File: src/rtl/spi_pkg.sv
// Shared definitions for the SPI memory reader: FSM states and READ command framing.
package spi_pkg;

  typedef enum logic [1:0] {
    ST_IDLE  = 2'd0,
    ST_SHIFT = 2'd1,
    ST_DONE  = 2'd2,
    ST_HOLD  = 2'd3
  } spi_state_e;

  localparam logic [7:0] SPI_CMD_READ = 8'h03;
  localparam int         SPI_ADDR_W   = 24;

endpackage

File: src/rtl/spi_sck_gen.sv
// SCK divider: toggles sck every CLK_DIV cycles while enabled, flags the edge that is about
// to happen with rise/fall strobes, and parks low with a cleared counter when disabled.
module spi_sck_gen #(
  parameter int CLK_DIV = 2
) (
  input  logic clk,
  input  logic rst_n,
  input  logic en_i,
  output logic sck_o,
  output logic rise_stb_o,
  output logic fall_stb_o
);
  localparam int            CW      = (CLK_DIV > 1) ? $clog2(CLK_DIV) : 1;
  localparam logic [CW-1:0] CNT_MAX = CW'(CLK_DIV - 1);

  logic [CW-1:0] cnt_q, cnt_d;
  logic          sck_q, sck_d;
  logic          tick;

  // A strobe is high in the cycle whose closing clk edge changes sck.
  assign tick       = en_i && (cnt_q == CNT_MAX);
  assign rise_stb_o = tick && !sck_q;
  assign fall_stb_o = tick && sck_q;
  assign sck_o      = sck_q;

  always_comb begin
    cnt_d = cnt_q;
    sck_d = sck_q;
    if (!en_i) begin
      cnt_d = '0;
      sck_d = 1'b0;
    end else if (tick) begin
      cnt_d = '0;
      sck_d = ~sck_q;
    end else begin
      cnt_d = cnt_q + CW'(1);
    end
  end

  always_ff @(posedge clk or negedge rst_n) begin
    if (!rst_n) begin
      cnt_q <= '0;
      sck_q <= 1'b0;
    end else begin
      cnt_q <= cnt_d;
      sck_q <= sck_d;
    end
  end

endmodule

File: src/rtl/spi_mem_reader.sv
// SPI mode-0 master issuing READ (0x03 + 24-bit address) and returning 1-4 data bytes
// little-endian on a single-cycle response pulse.
module spi_mem_reader
  import spi_pkg::*;
#(
  parameter int CLK_DIV = 2
) (
  input  logic                  clk,
  input  logic                  rst_n,
  input  logic                  req_valid,
  output logic                  req_ready,
  input  logic [SPI_ADDR_W-1:0] req_addr,
  input  logic [1:0]            req_nbytes,
  output logic                  rsp_valid,
  output logic [31:0]           rsp_data,
  output logic                  spi_cs_n,
  output logic                  spi_sck,
  output logic                  spi_mosi,
  input  logic                  spi_miso
);
  localparam int            HW       = (CLK_DIV > 1) ? $clog2(CLK_DIV) : 1;
  localparam logic [HW-1:0] HOLD_MAX = HW'(CLK_DIV - 1);

  spi_state_e    state_q, state_d;
  logic          ready_q, ready_d;
  logic          rsp_valid_q, rsp_valid_d;
  logic [31:0]   rsp_data_q, rsp_data_d;
  logic          cs_n_q, cs_n_d;
  logic [31:0]   tx_q, tx_d;
  logic [31:0]   rx_q, rx_d;
  logic [5:0]    bit_q, bit_d;
  logic [1:0]    nbytes_q, nbytes_d;
  logic [HW-1:0] hold_q, hold_d;

  logic       rise_stb, fall_stb;
  logic [5:0] last_bit;
  logic [4:0] rx_idx;

  spi_sck_gen #(.CLK_DIV(CLK_DIV)) u_sck (
    .clk        (clk),
    .rst_n      (rst_n),
    .en_i       (state_q == ST_SHIFT),
    .sck_o      (spi_sck),
    .rise_stb_o (rise_stb),
    .fall_stb_o (fall_stb)
  );

  // Last bit index is 31 + 8*n; data bit j = bit_q-32 lands in byte j/8, MSB first.
  assign last_bit = 6'd39 + {1'b0, nbytes_q, 3'b000};
  assign rx_idx   = {bit_q[4:3], ~bit_q[2:0]};

  always_comb begin
    state_d     = state_q;
    ready_d     = ready_q;
    rsp_valid_d = 1'b0;
    rsp_data_d  = rsp_data_q;
    cs_n_d      = cs_n_q;
    tx_d        = tx_q;
    rx_d        = rx_q;
    bit_d       = bit_q;
    nbytes_d    = nbytes_q;
    hold_d      = hold_q;
    unique case (state_q)
      ST_IDLE: begin
        if (req_valid && ready_q) begin
          state_d  = ST_SHIFT;
          ready_d  = 1'b0;
          cs_n_d   = 1'b0;
          tx_d     = {SPI_CMD_READ, req_addr};
          rx_d     = '0;
          bit_d    = '0;
          nbytes_d = req_nbytes;
        end
      end
      ST_SHIFT: begin
        if (rise_stb && bit_q[5]) begin
          rx_d[rx_idx] = spi_miso;
        end
        if (fall_stb) begin
          if (bit_q == last_bit) begin
            state_d     = ST_DONE;
            cs_n_d      = 1'b1;
            rsp_valid_d = 1'b1;
            rsp_data_d  = rx_q;
          end else begin
            bit_d = bit_q + 6'd1;
            tx_d  = {tx_q[30:0], 1'b0};
          end
        end
      end
      ST_DONE: begin
        state_d = ST_HOLD;
        hold_d  = '0;
      end
      ST_HOLD: begin
        if (hold_q == HOLD_MAX) begin
          state_d = ST_IDLE;
          ready_d = 1'b1;
        end else begin
          hold_d = hold_q + HW'(1);
        end
      end
      default: state_d = ST_IDLE;
    endcase
  end

  always_ff @(posedge clk or negedge rst_n) begin
    if (!rst_n) begin
      state_q     <= ST_IDLE;
      ready_q     <= 1'b1;
      rsp_valid_q <= 1'b0;
      rsp_data_q  <= '0;
      cs_n_q      <= 1'b1;
      tx_q        <= '0;
      rx_q        <= '0;
      bit_q       <= '0;
      nbytes_q    <= '0;
      hold_q      <= '0;
    end else begin
      state_q     <= state_d;
      ready_q     <= ready_d;
      rsp_valid_q <= rsp_valid_d;
      rsp_data_q  <= rsp_data_d;
      cs_n_q      <= cs_n_d;
      tx_q        <= tx_d;
      rx_q        <= rx_d;
      bit_q       <= bit_d;
      nbytes_q    <= nbytes_d;
      hold_q      <= hold_d;
    end
  end

  // MOSI is the top of the shift register; it is zero once the header is out.
  assign spi_mosi  = tx_q[31];
  assign req_ready = ready_q;
  assign rsp_valid = rsp_valid_q;
  assign rsp_data  = rsp_data_q;
  assign spi_cs_n  = cs_n_q;

endmodule

File: config.mk
export PLATFORM = sky130hd
export DESIGN_NAME = spi_mem_reader
export DESIGN_NICKNAME = d
export VERILOG_FILES = /design/src/rtl/spi_pkg.sv /design/src/rtl/spi_sck_gen.sv /design/src/rtl/spi_mem_reader.sv
export SDC_FILE = /design/constraint.sdc
export NUM_CORES = 1
export LEC_CHECK = 0
export ABC_AREA = 1
export BUFFER_PORTS_ARGS = -buffer_cell sky130_fd_sc_hd__buf_2
export CORE_MARGIN = 10
export CORE_UTILIZATION = 53
export DETAILED_ROUTE_END_ITERATION = 6
export GPL_TIMING_DRIVEN = 0
export HOLD_SLACK_MARGIN = 0.02
export PLACE_DENSITY = 0.82
export SETUP_SLACK_MARGIN = 0.2
export SYNTH_ARGS = -nofsm -noshare
export SYNTH_HDL_FRONTEND = slang
export SYNTH_SLANG_ARGS = --single-unit
File: constraint.sdc
create_clock -name clk -period 1.6 [get_ports clk]
set_input_delay 0.24 -clock clk [delete_from_list [all_inputs] [get_ports clk]]
set_output_delay 0.24 -clock clk [all_outputs]
set_load 0.1 [all_outputs]
# After elaboration in Yosys (flattened, before gate mapping)
# Index checks and enable logic that the tools add are counted.
# classes
n_lt_le_gt_ge	2
n_mux	34
eq_ne	11
n_bitwise	2
n_reduce_logical	18
n_addsub	4
# ops
cell	n
32-bit two-way mux	5
32-bit one-hot mux with 2 select lines	2
32-bit bitwise mux	1
6-bit two-way mux	3
2-bit != test, second input constant	7
1-bit two-way mux	13
6-bit one-hot mux with 2 select lines	1
4-bit AND reduction	3
3-bit AND reduction	3
2-bit two-way mux	4
2-bit one-hot mux with 4 select lines	1
6-bit by 1-bit adder with 6-bit output, second input constant	1
6-bit by 5-bit adder with 6-bit output, first input constant	1
6-bit equality test	1
1-bit logical AND	6
5-bit by 6-bit < comparator with 1-bit output, second input constant	1
1-bit one-hot mux with 2 select lines	3
2-bit nonzero test	3
1-bit demux with 5-bit select	1
5-bit by 1-bit >= comparator with 1-bit output, second input constant	1
2-bit equality test, second input constant	2
3-bit inverter	1
1-bit adder, second input constant	2
2-bit by 1-bit equality test with 1-bit output, second input constant	1
4 further kinds	4
# word_totals
regBits	112

# Longest topological paths before layout
# depth
ltp_word	8
depth_mapped	11
depth_no_buf	10

# Hierarchy
# A second synthesis with hierarchy kept.
# hier_totals
hier_cells	687
area_unflattened_um2	5352.6
# modules_own_cells
mod	area_each_um2	cells_per_inst	seq_area_each_um2	n_inst
spi_mem_reader	5262.5	675	2755.1	1
spi_sck_gen	90.1	12	50.0	1

# Worst setup path after synthesis
# No wires, ideal clock.
# synth_timing
kind	register -> register
from	register u_sck.sck_q, in the netlist u_sck.sck_o
to	register bit_q[4]
path_stages_with_launch	8
setup_time_ns	0.117
setup_slack_ns	-0.358
t_required_ns	1.483
arrival_ns	1.841
period_less_slack_ns	1.958
path_cell_list	dfrtp_1 a21oi_1 nor2_2 nand3_2 buf_6 buf_6 nand2_1 nand2_1
# synth_via
elab_chain_cells	3
# synth_rtl
element	line_no	rtl
from (decl)	spi_sck_gen.sv:17	logic sck_q, sck_d;
from (signal assigned)	spi_sck_gen.sv:46	sck_q <= sck_d;
1-bit logical AND	spi_sck_gen.sv:23	assign fall_stb_o = tick && sck_q;
2-bit != test (no source line)	-	
4-bit AND reduction (no source line)	-	
to (signal assigned)	spi_mem_reader.sv:127	bit_q <= bit_d;
to (decl)	spi_mem_reader.sv:31	logic [5:0] bit_q, bit_d;
# Every way passes these cells.
# A chain may end at the register's enable or synchronous reset.

# Worst setup path after layout
# layout_timing
from	register nbytes_q[0]
to	register tx_q[23]
# layout_via
elab_chain_cells	4
# layout_rtl
element	line_no	rtl
from (decl)	spi_mem_reader.sv:32	logic [1:0] nbytes_q, nbytes_d;
from (signal assigned)	spi_mem_reader.sv:128	nbytes_q <= nbytes_d;
6-bit by 5-bit adder with 6-bit output	spi_mem_reader.sv:49	assign last_bit = 6'd39 + {1'b0, nbytes_q, 3'b000};
6-bit equality test	spi_mem_reader.sv:80	if (bit_q == last_bit) begin
2-bit != test (no source line)	-	
4-bit AND reduction (no source line)	-	
to (signal assigned)	spi_mem_reader.sv:125	tx_q <= tx_d;
to (decl)	spi_mem_reader.sv:29	logic [31:0] tx_q, tx_d;
# Every way passes these cells.

==> flow_summary.yaml <==
setup_path:
  crit_start: "nbytes_q[0]"
  end_kind: "register"
  rr_worst_depth: 10
  worst-path-max-fanout: 9
  r2r_start: "nbytes_q[0]"
  start_kind: "register"
  arrival_ns: 2.11
  r2r_slack_ns: -0.17
  worstSetupEndpoint: "tx_q[23]"
  cp.required_ns: 1.94
  r2r_end: "tx_q[23]"
  path_class: "reg2reg"
power_and_ir_drop:
  p_seq_frac: 0.601
  clock_power_share: 0.372
  p_int_mw: 3.53
  p_sw_mw: 1.18
  comb_power_share: 0.027
  swShare: 0.251
  ir_drop_mv: 0.480
  leakagePower_nw: 4.18
  powerDensity_nw_per_um2: 651
outcome:
  status: "finished, violations left"
  violations: "negative setup slack"
global_route:
  antenna_found_initial: 0
  grt_pass1_wl_mm: 23.2
  grt_use_total: 0.189
  overflow: 0
  grt_pass1_vias: 4967
  grt_start_max_net_pins: 74
synth:
  syn-cell-area_um2: 5510
  synth_edf_count: 0
  ys_async_sr_fraction: 1.00
  ys_ff_latch: 112
  ys_seq_area_frac: 0.510
  syn_nets: 786
  syn_inst: 748
  ys.flop_type: "dfrtp_1"
  ys_types: 25
  yosysWarnings: 0
  avgSynthCellArea_um2: 7.36
finish:
  final_common_cell: "nand2_1"
  syn_to_final_growth_pct: 31.3
  final_cell_mix: "399 x nand2_1, 108 x dfrtp_1, 64 x buf_4"
  final_nets: 906
  drive_gt1_frac: 0.257
  n_antenna_cell: 0
  utilization: 0.707
placement:
  routabilityCongestion: 0.822
  dp_hpwl_mm: 8.88
  place_ws_ns: -0.331
  portBuffers: 66
die:
  start_util: 0.538
  die_area_um2: 14900
  row_count: 37
  core_area_um2: 10200
  die_w_um: 122
  ioPinCount: 67
  die_h_um: 122
timing:
  fin_crit_sh: 1.11
  rsz0062_at_grt: "true"
  worst_slack_ns: -0.174
  max_slew.worst_pin.slew_ns: 0.530
  relSlewSlack: 0.647
  setup_viol: 105
  fin_worst_skew_ns: 0.0159
  hold_violations: 0
  finalMaxSlewViolations: 0
  max_freq_ghz: 0.564
  min_period_ns: 1.77
hold_path:
  hold_class: "in2reg"
  whs_path_depth: 3
detailed_routing:
  vias_per_cell: 5.30
  post_drt_wl_per_cell_um: 15.6
  drtIter0Drc: 691
  final_antenna_net_count: 0
  routed_wl_mm: 15.8
  num_vias: 5348
  drc: 0
  dr.pass1.iters: 6
clock_tree:
  clk_latency_ns: 0.40
  cts_sinks: 112
  root_buffer: "clkbuf_8"
  htreeDepth: 3
  path_clk_slew_ns: 0.11
  cts_max_path_buffers: 2
  cts_made_buffers: 9
  cts_tree: "done"
run:
  cap_violations: 0
[per-layer routing]
layer / share of wire / GRT usage
met1: 0.40 / 0.227
met5: 0 / 0
met2: 0.49 / 0.320
met4: 0.036 / 0.0686
met3: 0.076 / 0.0486
[sequential cells by signal, indices dropped and copies added (netlist names)]
register	count
u_sck.cnt_q	1
u_sck.sck_o	1
rx_q	32
hold_q	1
bit_q	6
rsp_data	32
rsp_valid	1
state_q	2
req_ready	1
tx_q	32
spi_cs_n	1
nbytes_q	2
[worst min-delay path by stage]
stage	startpoint	end	slack (ns)
after floorplan	rst_n	bit_q[0]	-0.06
after global placement	tx_q[24]	tx_q[24]	0.45
after detailed placement	rst_n	rsp_valid	0.26
after CTS	req_nbytes[0]	nbytes_q[0]	0.10
after global routing	req_nbytes[0]	nbytes_q[0]	0.15
final	req_nbytes[1]	nbytes_q[1]	0.12
[per-stage QoR]
step	setup TNS, ns	hold slack [ns]	cells	cell area (um2)	power, mW
final	-8.41	0.121	1009	7230	4.71
after CTS	0	0.101	990	6840	4.70
after global placement	-131.38	0.450	950	6050	3.00
after global routing	-18.52	0.147	1009	7230	4.85
after floorplan	-3.03	-0.0556	748	5550	2.91
after detailed placement	-22.71	0.256	951	6080	3.01
[cell type report]
cell class                      count  area (um2)
Timing Repair Buffer              107         883
Inverter                           52         215
Buffer                             37         370
Multi-Input combinational cell    548        2580
Timing Repair inverter              1        6.26
Sequential cell                   112        2810
Clock inverter                      6        57.6
Fill cell                         781        3000
Clock buffer                       10         138
Tap cell                          136         170
[worst max-delay path, stage by stage, from the launching register on]
cell,delay (ns)
dfrtp_1,0.44
inv_1,0.12
nand2_1,0.12
nand2_1,0.13
nor2_4,0.22
nand3_4,0.12
nand3_4,0.11
buf_8,0.16
clkbuf_16,0.15
nand2_1,0.06
nand2_1,0.07
[cells by family (layout without fill, tap and decap cells)]
family / after synthesis / after routing / synth area share
buffers and inverters: 89 / 213 / 0.0718
AOI/OAI and AO/OA: 26 / 26 / 0.0261
xor gates and xnor gates: 1 / 1 / 0.00159
adders and majority gates: 8 / 8 / 0.0182
DFF: 112 / 112 / 0.510
and+or+nand+nor: 512 / 513 / 0.373
[timing repair]
item / 4_1_cts / 5_1_grt
buffers inserted: 17 / 14
pin swaps: 10 / 10
endpoints found under the setup margin: 144 / 111
resized for setup: 122 / 62
hold buffers: 1 / 0
endpoints found under the hold margin: 38 / 0
cloned: 5 / 5
[synth_stat cells, types with 2 or more instances]
library cell | instances | share of area
nand2_1 | 424 | 0.29
dfrtp_1 | 110 | 0.50
inv_1 | 48 | 0.033
nor2_1 | 36 | 0.025
nand4_1 | 31 | 0.035
o21ai_0 | 17 | 0.015
buf_2 | 16 | 0.015
clkbuf_1 | 9 | 0.0061
ha_1 | 8 | 0.018
nand3_1 | 7 | 0.0064
a21oi_1 | 6 | 0.0055
buf_4 | 5 | 0.0068
buf_1 | 4 | 0.0027
inv_2 | 4 | 0.0027
nor2_2 | 4 | 0.0045
or2_2 | 4 | 0.0045
buf_6 | 3 | 0.0061
nand3_2 | 3 | 0.0055
dfstp_2 | 2 | 0.0095
nor3_1 | 2 | 0.0018
[power by group through the flow]
| stage | combinational, mW | sequential, mW | clock (mW) |
|---|---|---|---|
| after floorplan | 0.0237 | 2.88 | 0 |
| after global placement | 0.118 | 2.88 | 0 |
| after detailed placement | 0.128 | 2.88 | 0 |
| after CTS | 0.131 | 2.83 | 1.74 |
| after global routing | 0.150 | 2.83 | 1.87 |
| final | 0.128 | 2.83 | 1.75 |
Power figures use the tool's default switching activity.
